**src/rtl/adsr_envelope.sv**
```systemverilog
// Per-voice ADSR envelope: scales the oscillator sample by a gate-driven 16-bit envelope.
// Define ADSR_VELOCITY_EN for a latched-velocity second gain stage (latency becomes 2 cycles).
module adsr_envelope #(
  parameter int WIDTH = 24,
  parameter int ENV_W = 16
) (
  input  logic             clk,
  input  logic             rst,
  input  logic             gate,
  input  logic             in_valid,
  input  logic [WIDTH-1:0] in_sample,
  input  logic [ENV_W-1:0] attack_rate,
  input  logic [ENV_W-1:0] decay_rate,
  input  logic [ENV_W-1:0] sustain_level,
  input  logic [ENV_W-1:0] release_rate,
  input  logic [6:0]       velocity,
  output logic [WIDTH-1:0] out_sample,
  output logic             out_valid,
  output logic             busy
);

  localparam int PW = WIDTH + ENV_W;
  localparam logic [ENV_W-1:0] ENV_MAX = '1;

  typedef enum logic [2:0] {
    ST_IDLE,
    ST_ATTACK,
    ST_DECAY,
    ST_SUSTAIN,
    ST_RELEASE
  } state_t;

  state_t           state_q, state_d;
  logic [ENV_W-1:0] env_q, env_d;
  logic             gate_q, gate_d;
  logic [WIDTH-1:0] out_sample_q, out_sample_d;
  logic             out_valid_q, out_valid_d;

  logic             rise;
  logic [ENV_W:0]   att_sum;
  logic [ENV_W:0]   dec_thr;
  state_t           att_state;
  logic [ENV_W-1:0] att_env;
  logic [PW-1:0]    prod;
  logic [WIDTH-1:0] scaled;

  assign rise    = gate & ~gate_q;
  assign att_sum = {1'b0, env_q} + {1'b0, attack_rate};
  assign dec_thr = {1'b0, sustain_level} + {1'b0, decay_rate};
  assign prod    = PW'(in_sample) * PW'(env_q);
  assign scaled  = prod[PW-1:ENV_W];

  // One attack step, shared by ATTACK and by a retrigger from IDLE/RELEASE on the same tick.
  always_comb begin
    att_state = ST_ATTACK;
    att_env   = att_sum[ENV_W-1:0];
    if (att_sum >= {1'b0, ENV_MAX}) begin
      att_state = ST_DECAY;
      att_env   = ENV_MAX;
    end
  end

  always_comb begin
    state_d = state_q;
    env_d   = env_q;
    gate_d  = gate_q;
    if (in_valid) begin
      gate_d = gate;
      unique case (state_q)
        ST_IDLE: begin
          if (rise) begin
            state_d = att_state;
            env_d   = att_env;
          end else begin
            env_d = '0;
          end
        end
        ST_RELEASE: begin
          if (rise) begin
            state_d = att_state;
            env_d   = att_env;
          end else if (env_q <= release_rate) begin
            state_d = ST_IDLE;
            env_d   = '0;
          end else begin
            env_d = env_q - release_rate;
          end
        end
        ST_ATTACK: begin
          if (!gate) begin
            state_d = ST_RELEASE;
          end else begin
            state_d = att_state;
            env_d   = att_env;
          end
        end
        ST_DECAY: begin
          if (!gate) begin
            state_d = ST_RELEASE;
          end else if ({1'b0, env_q} <= dec_thr) begin
            state_d = ST_SUSTAIN;
            env_d   = sustain_level;
          end else begin
            env_d = env_q - decay_rate;
          end
        end
        ST_SUSTAIN: begin
          if (!gate) begin
            state_d = ST_RELEASE;
          end else begin
            env_d = sustain_level;
          end
        end
        default: begin
          state_d = ST_IDLE;
          env_d   = '0;
        end
      endcase
    end
  end

`ifdef ADSR_VELOCITY_EN
  logic [6:0]       vel_q, vel_d;
  logic [WIDTH-1:0] stage1_q, stage1_d;
  logic             stage1_valid_q, stage1_valid_d;
  logic [7:0]       vel_mult;
  logic [WIDTH+7:0] prod2;

  assign vel_mult = {1'b0, vel_q} + 8'd1;
  assign prod2    = (WIDTH + 8)'(stage1_q) * (WIDTH + 8)'(vel_mult);

  always_comb begin
    vel_d          = vel_q;
    stage1_d       = stage1_q;
    stage1_valid_d = in_valid;
    out_sample_d   = out_sample_q;
    out_valid_d    = stage1_valid_q;
    if (in_valid && rise) vel_d = velocity;
    if (in_valid) stage1_d = scaled;
    if (stage1_valid_q) out_sample_d = prod2[WIDTH+6:7];
  end

  always_ff @(posedge clk) begin
    if (rst) begin
      vel_q          <= '0;
      stage1_q       <= '0;
      stage1_valid_q <= 1'b0;
    end else begin
      vel_q          <= vel_d;
      stage1_q       <= stage1_d;
      stage1_valid_q <= stage1_valid_d;
    end
  end
`else
  always_comb begin
    out_sample_d = out_sample_q;
    out_valid_d  = in_valid;
    if (in_valid) out_sample_d = scaled;
  end
`endif

  always_ff @(posedge clk) begin
    if (rst) begin
      state_q      <= ST_IDLE;
      env_q        <= '0;
      gate_q       <= 1'b0;
      out_sample_q <= '0;
      out_valid_q  <= 1'b0;
    end else begin
      state_q      <= state_d;
      env_q        <= env_d;
      gate_q       <= gate_d;
      out_sample_q <= out_sample_d;
      out_valid_q  <= out_valid_d;
    end
  end

  assign out_sample = out_sample_q;
  assign out_valid  = out_valid_q;
  assign busy       = (state_q != ST_IDLE);

endmodule

```
**config.mk**
```make
export PLATFORM = sky130hd
export DESIGN_NAME = adsr_envelope
export DESIGN_NICKNAME = d
export VERILOG_FILES = /design/src/rtl/adsr_envelope.sv
export SDC_FILE = /design/constraint.sdc
export NUM_CORES = 1
export LEC_CHECK = 0
export BUFFER_PORTS_ARGS = -buffer_cell sky130_fd_sc_hd__buf_4
export CAP_MARGIN = 20
export CORE_UTILIZATION = 25
export CTS_CLUSTER_SIZE = 16
export DETAILED_ROUTE_END_ITERATION = 8
export GPL_TIMING_DRIVEN = 0
export HOLD_SLACK_MARGIN = 0.03
export PLACE_DENSITY = 0.44
export SLEW_MARGIN = 20
export SYNTH_ARGS = -nofsm -noshare
export SYNTH_HDL_FRONTEND = slang
export SYNTH_SLANG_ARGS = --single-unit
```
**constraint.sdc**
```tcl
create_clock -name clk -period 7.25 [get_ports clk]
set_clock_uncertainty 0.05 [all_clocks]
set_input_delay 0.725 -clock clk [delete_from_list [all_inputs] [get_ports clk]]
set_output_delay 0.725 -clock clk [all_outputs]
set_load 0.05 [all_outputs]
```
# Word level (Yosys, flattened, before mapping)
# Cells that the tools add are included.
# word_totals
rom_bits	0
ram_bits	0
in_bits	99
memories	0
register_bits	45
wordCells	48
latch_bits	0
# classes
shift	0
n_reduce_logical	4
n_addsub	4
div	0
multipliers	1
bitwise	2
n_lt_le_gt_ge	3
muxes	18
n_eq_ne	11
# ops
operator	n
16-bit 2-to-1 mux	8
16-bit one-hot mux with 5 select lines	1
24-bit by 16-bit multiplier with 40-bit output	1
16-bit by 16-bit adder with 17-bit output	2
16-bit subtractor	2
3-bit 2-to-1 mux	7
17-bit by 16-bit >= comparator with 1-bit output (second input constant)	1
16-bit by 17-bit <= comparator with 1-bit output	1
16-bit <= comparator	1
3-bit one-hot mux with 5 select lines	1
2-bit inequality test (second input constant)	5
3-bit by 2-bit == test with 1-bit output (second input constant)	2
3-bit inequality test (second input constant)	2
5-bit AND reduction	1
4-bit AND reduction	1
3-bit by 1-bit == test with 1-bit output (second input constant)	1
3-bit == test (second input constant)	1
3-bit logical NOT	1
3-bit nonzero test	1
2-bit 2-to-1 mux	1
1-bit AND	1
1-bit inverter	1

# Longest topological paths before layout
# logic_depth
ltp_word	5
depth_mapped	24
depth_no_buf	23

# Worst setup path before layout
# OpenSTA, ideal clock, no wires.
# synth_timing
path_type	input port to flip-flop
from	input port in_sample[14]
to	register out_sample_q[12] (netlist: out_sample[12])
t_arrival_ps	6344
slack_ps	737
required_ps	7080
path_stages	22
cell_sequence	clkbuf_1 -> nand2_1 -> fa_1 -> inv_1 -> fa_1 -> inv_1 -> fa_1 -> inv_1 -> fa_1 -> fa_1 -> inv_1 -> fa_1 -> inv_1 -> ha_1 -> a21oi_1 -> o21ai_1 -> o41a_1 -> a21oi_1 -> a21boi_1 -> a221o_1 -> a21o_1 -> a211o_1
# synth_via
elab_chain_len	1
# synth_rtl
element	line	text
start: declaration	11	input logic [WIDTH-1:0] in_sample,
24-bit by 16-bit multiplier with 40-bit output	50	assign prod = PW'(in_sample) * PW'(env_q);
end signal: assignment	173	out_sample_q <= out_sample_d;
end: declaration	36	logic [WIDTH-1:0] out_sample_q, out_sample_d;
# No other way between the ends.
# A chain may end at the register's enable or synchronous reset.

# Final worst setup path
# layout_timing
from	register env_q[7]
to	register out_sample_q[10] (netlist: out_sample[10])
# layout_via
elab_chain_len	1
# layout_rtl
element	line	text
start: declaration	34	logic [ENV_W-1:0] env_q, env_d;
start signal: assignment	171	env_q <= env_d;
24-bit by 16-bit multiplier with 40-bit output	50	
# No other way between the ends.

==> impl_metrics.json <==
{
  "status": "complete, no violations",
  "final-hold-violation-count": 0,
  "synthAdderAreaFrac": 0.488,
  "crit_type": "reg -> reg",
  "cp-startpoint": "env_q[7]",
  "start_util": 0.254,
  "ys_ff_latch": 45,
  "maxSlewViolCount": 0,
  "worst_slack_ns": 0.237,
  "rsz0062_at_grt": "true",
  "crit_fanout": 10,
  "drt_iter0_drc": 836,
  "grt-ovfl-total": 0,
  "layout.nets": 2779,
  "dp_cells": 3118,
  "fin_util": 0.287,
  "ant_nets": 0,
  "critPathLaunchType": "register",
  "drc_errors": 0,
  "muxShareOfSynthArea": 0.0130,
  "clk_pin_slew_ns": 0.08,
  "io_buffers": 116,
  "wl_per_cell_um": 19.4,
  "grt_pass1_vias": 15296,
  "cts_buffers": 5,
  "fin_cells": 3118,
  "fillers": 7559,
  "vias": 14763,
  "setup_tns_ns": 0,
  "antenna_found_initial": 1,
  "async_flop_share": 0,
  "slew-limit-headroom": 0.443,
  "pre_cts_slack_ns": -0.779,
  "fmax_ghz": 0.143,
  "h-tree-depth": 2,
  "worst_slew_pin_slew_ns": 0.835,
  "r2r_start": "env_q[7]",
  "core_area_um2": 68900,
  "leakage_nw": 9.61,
  "syn_inst": 2071,
  "setup_viol": 0,
  "clock_path_buffers": 2,
  "final_area_um2": 19800,
  "synth.distinct_cells": 90,
  "cts_root_buf": "clkbuf_16",
  "synth_top_family_by_area": "adder cells",
  "die_w_um": 267,
  "final_cell_mix": "389 x inv_1, 309 x fa_1, 294 x nand2_1",
  "cp.required_ns": 7.45,
  "vias_per_cell": 4.73,
  "crit_path_end": "out_sample[10]",
  "synth-compound-area-share": 0.129,
  "min_path_type": "reg -> reg",
  "finalCritPeriodShare": 0.967,
  "endpoint_kind": "register",
  "place.gp.congestion": 0.884,
  "synth_warnings": 0,
  "timing.rr.end": "out_sample[10]",
  "cts_tree": "yes",
  "syn_nets": 2667,
  "reg2reg_depth": 24,
  "fp-row-count": 96,
  "power_mw": 3.05,
  "avgSynthCellArea_um2": 8.45,
  "die-area_um2": 71100,
  "clk_latency_ns": 0.31,
  "io_pins": 125,
  "cp.arrival_ns": 7.22,
  "r2r_slack_ns": 0.24,
  "synth_xor_area_frac": 0.0320,
  "clkSinkCount": 45,
  "area_growth_pct": 12.9,
  "drv_cap": 0,
  "synth-simple-area-share": 0.184,
  "first_pass_iters": 7,
  "yosysSeqAreaShare": 0.0515,
  "fin_crit_ns": 7.01,
  "ys.flop_type": "dfxtp_1",
  "multi_input_area_um2": 14800,
  "drt_wl_total_mm": 60.4,
  "layout_commonest_cell": "inv_1",
  "fp.dieH_um": 267,
  "layout-drive-gt1-share": 0.0952,
  "dpl_cell_area_um2": 19500,
  "ir_worst_vdd_mv": 0.275,
  "seq_area_um2": 921,
  "grt_pass1_wl_mm": 93.9,
  "synth_edf_count": 0,
  "dp_hpwl_mm": 51.2,
  "hold_ws_ns": 0.417,
  "powerDensity_nw_per_um2": 154,
  "track_usage": 0.175,
  "grt_max_degree": 22,
  "netlist_area_um2": 17500
}
==> Yosys cell counts (7+ instances only) <==
cell type | count | share of area
a211oi_1 | 15 | 0.0064
a211oi_2 | 8 | 0.0057
a21o_1 | 40 | 0.017
a21oi_1 | 97 | 0.028
a222oi_1 | 9 | 0.0051
a31oi_1 | 10 | 0.0036
and2_1 | 164 | 0.059
and3_1 | 19 | 0.0068
clkbuf_1 | 72 | 0.015
dfxtp_1 | 45 | 0.051
fa_1 | 309 | 0.35
ha_1 | 188 | 0.13
inv_1 | 389 | 0.083
mux2i_1 | 16 | 0.0091
nand2_1 | 294 | 0.063
nand2b_1 | 7 | 0.0025
nand3_1 | 26 | 0.0074
nand4_1 | 10 | 0.0036
nor2_1 | 49 | 0.011
nor2b_1 | 12 | 0.0043
nor3_1 | 20 | 0.0057
o211ai_1 | 11 | 0.0047
o21a_1 | 8 | 0.0034
o21ai_0 | 46 | 0.013
o21bai_1 | 10 | 0.0043
or3_1 | 7 | 0.0025
xnor2_1 | 33 | 0.017
xor2_1 | 31 | 0.016
==> critical path, stage by stage, from the launching register on <==
cell	delay (ns)
dfxtp_2	0.43
clkbuf_4	0.29
clkbuf_2	0.28
nand2_1	0.12
fa_1	0.54
inv_1	0.05
fa_1	0.53
inv_1	0.06
fa_1	0.52
inv_1	0.05
fa_1	0.45
fa_1	0.49
inv_1	0.05
fa_1	0.48
inv_1	0.04
ha_1	0.41
and3_1	0.26
nand3_1	0.08
o211ai_1	0.26
o21ai_2	0.35
a21boi_2	0.17
a221o_1	0.41
xor2_1	0.33
mux2i_1	0.14
nor2_1	0.11
==> flip-flops by register name (all words and copies together) (netlist names) <==
register and count:
state_q 3, out_valid 1, gate_q 1, out_sample 24
env_q 16
==> layout make-up <==
class	instances	area share
clock buffers	5	0.00633
repair buffers	116	0.0441
inverters	391	0.0743
flip-flops and latches	45	0.0466
clock inverters	3	0.00241
multi-input cells	1552	0.750
well taps	931	0.0590
plain buffers	72	0.0170
diodes	3	0.000380
==> what timing repair did <==
item,CTS,global route
resized for setup,34,17
buffers inserted,0,0
hold buffers,0,0
pin swaps,0,1
setup endpoints to repair,24,18
==> worst min path at each step <==
stage | startpoint | slack (ns) | to | cells after the start
6_report | out_sample[18] | 0.42 | out_sample[18] | 2
5_1_grt | out_sample[15] | 0.45 | out_sample[15] | 2
4_1_cts | out_sample[16] | 0.42 | out_sample[16] | 2
3_5_place_dp | out_sample[16] | 0.40 | out_sample[16] | 2
3_3_place_gp | out_sample[22] | 0.39 | out_sample[22] | 2
2_1_floorplan | gate_q | 0.40 | gate_q | 2
==> power by group <==
part           total [mW]  switching (mW)  internal [mW]
combinational        2.38            1.47          0.908
sequential          0.380          0.0784          0.302
clock               0.288           0.123          0.166
==> per-layer routing <==
metal	track usage	wire, um
met4	0.0270	855
met2	0.290	28300
met5	0	0
met3	0.0142	2680
met1	0.250	28600
==> cells by family after synthesis <==
| kind of cell | Yosys count |
|---|---|
| AND/OR/NAND/NOR | 645 |
| adder cells (fa/ha/maj) | 497 |
| buffers and inverters | 474 |
| AO/OA/AOI/OAI | 324 |
| XOR/XNOR | 64 |
| flip-flops | 45 |
| multiplexers | 22 |
Power figures use the tool's default switching activity.
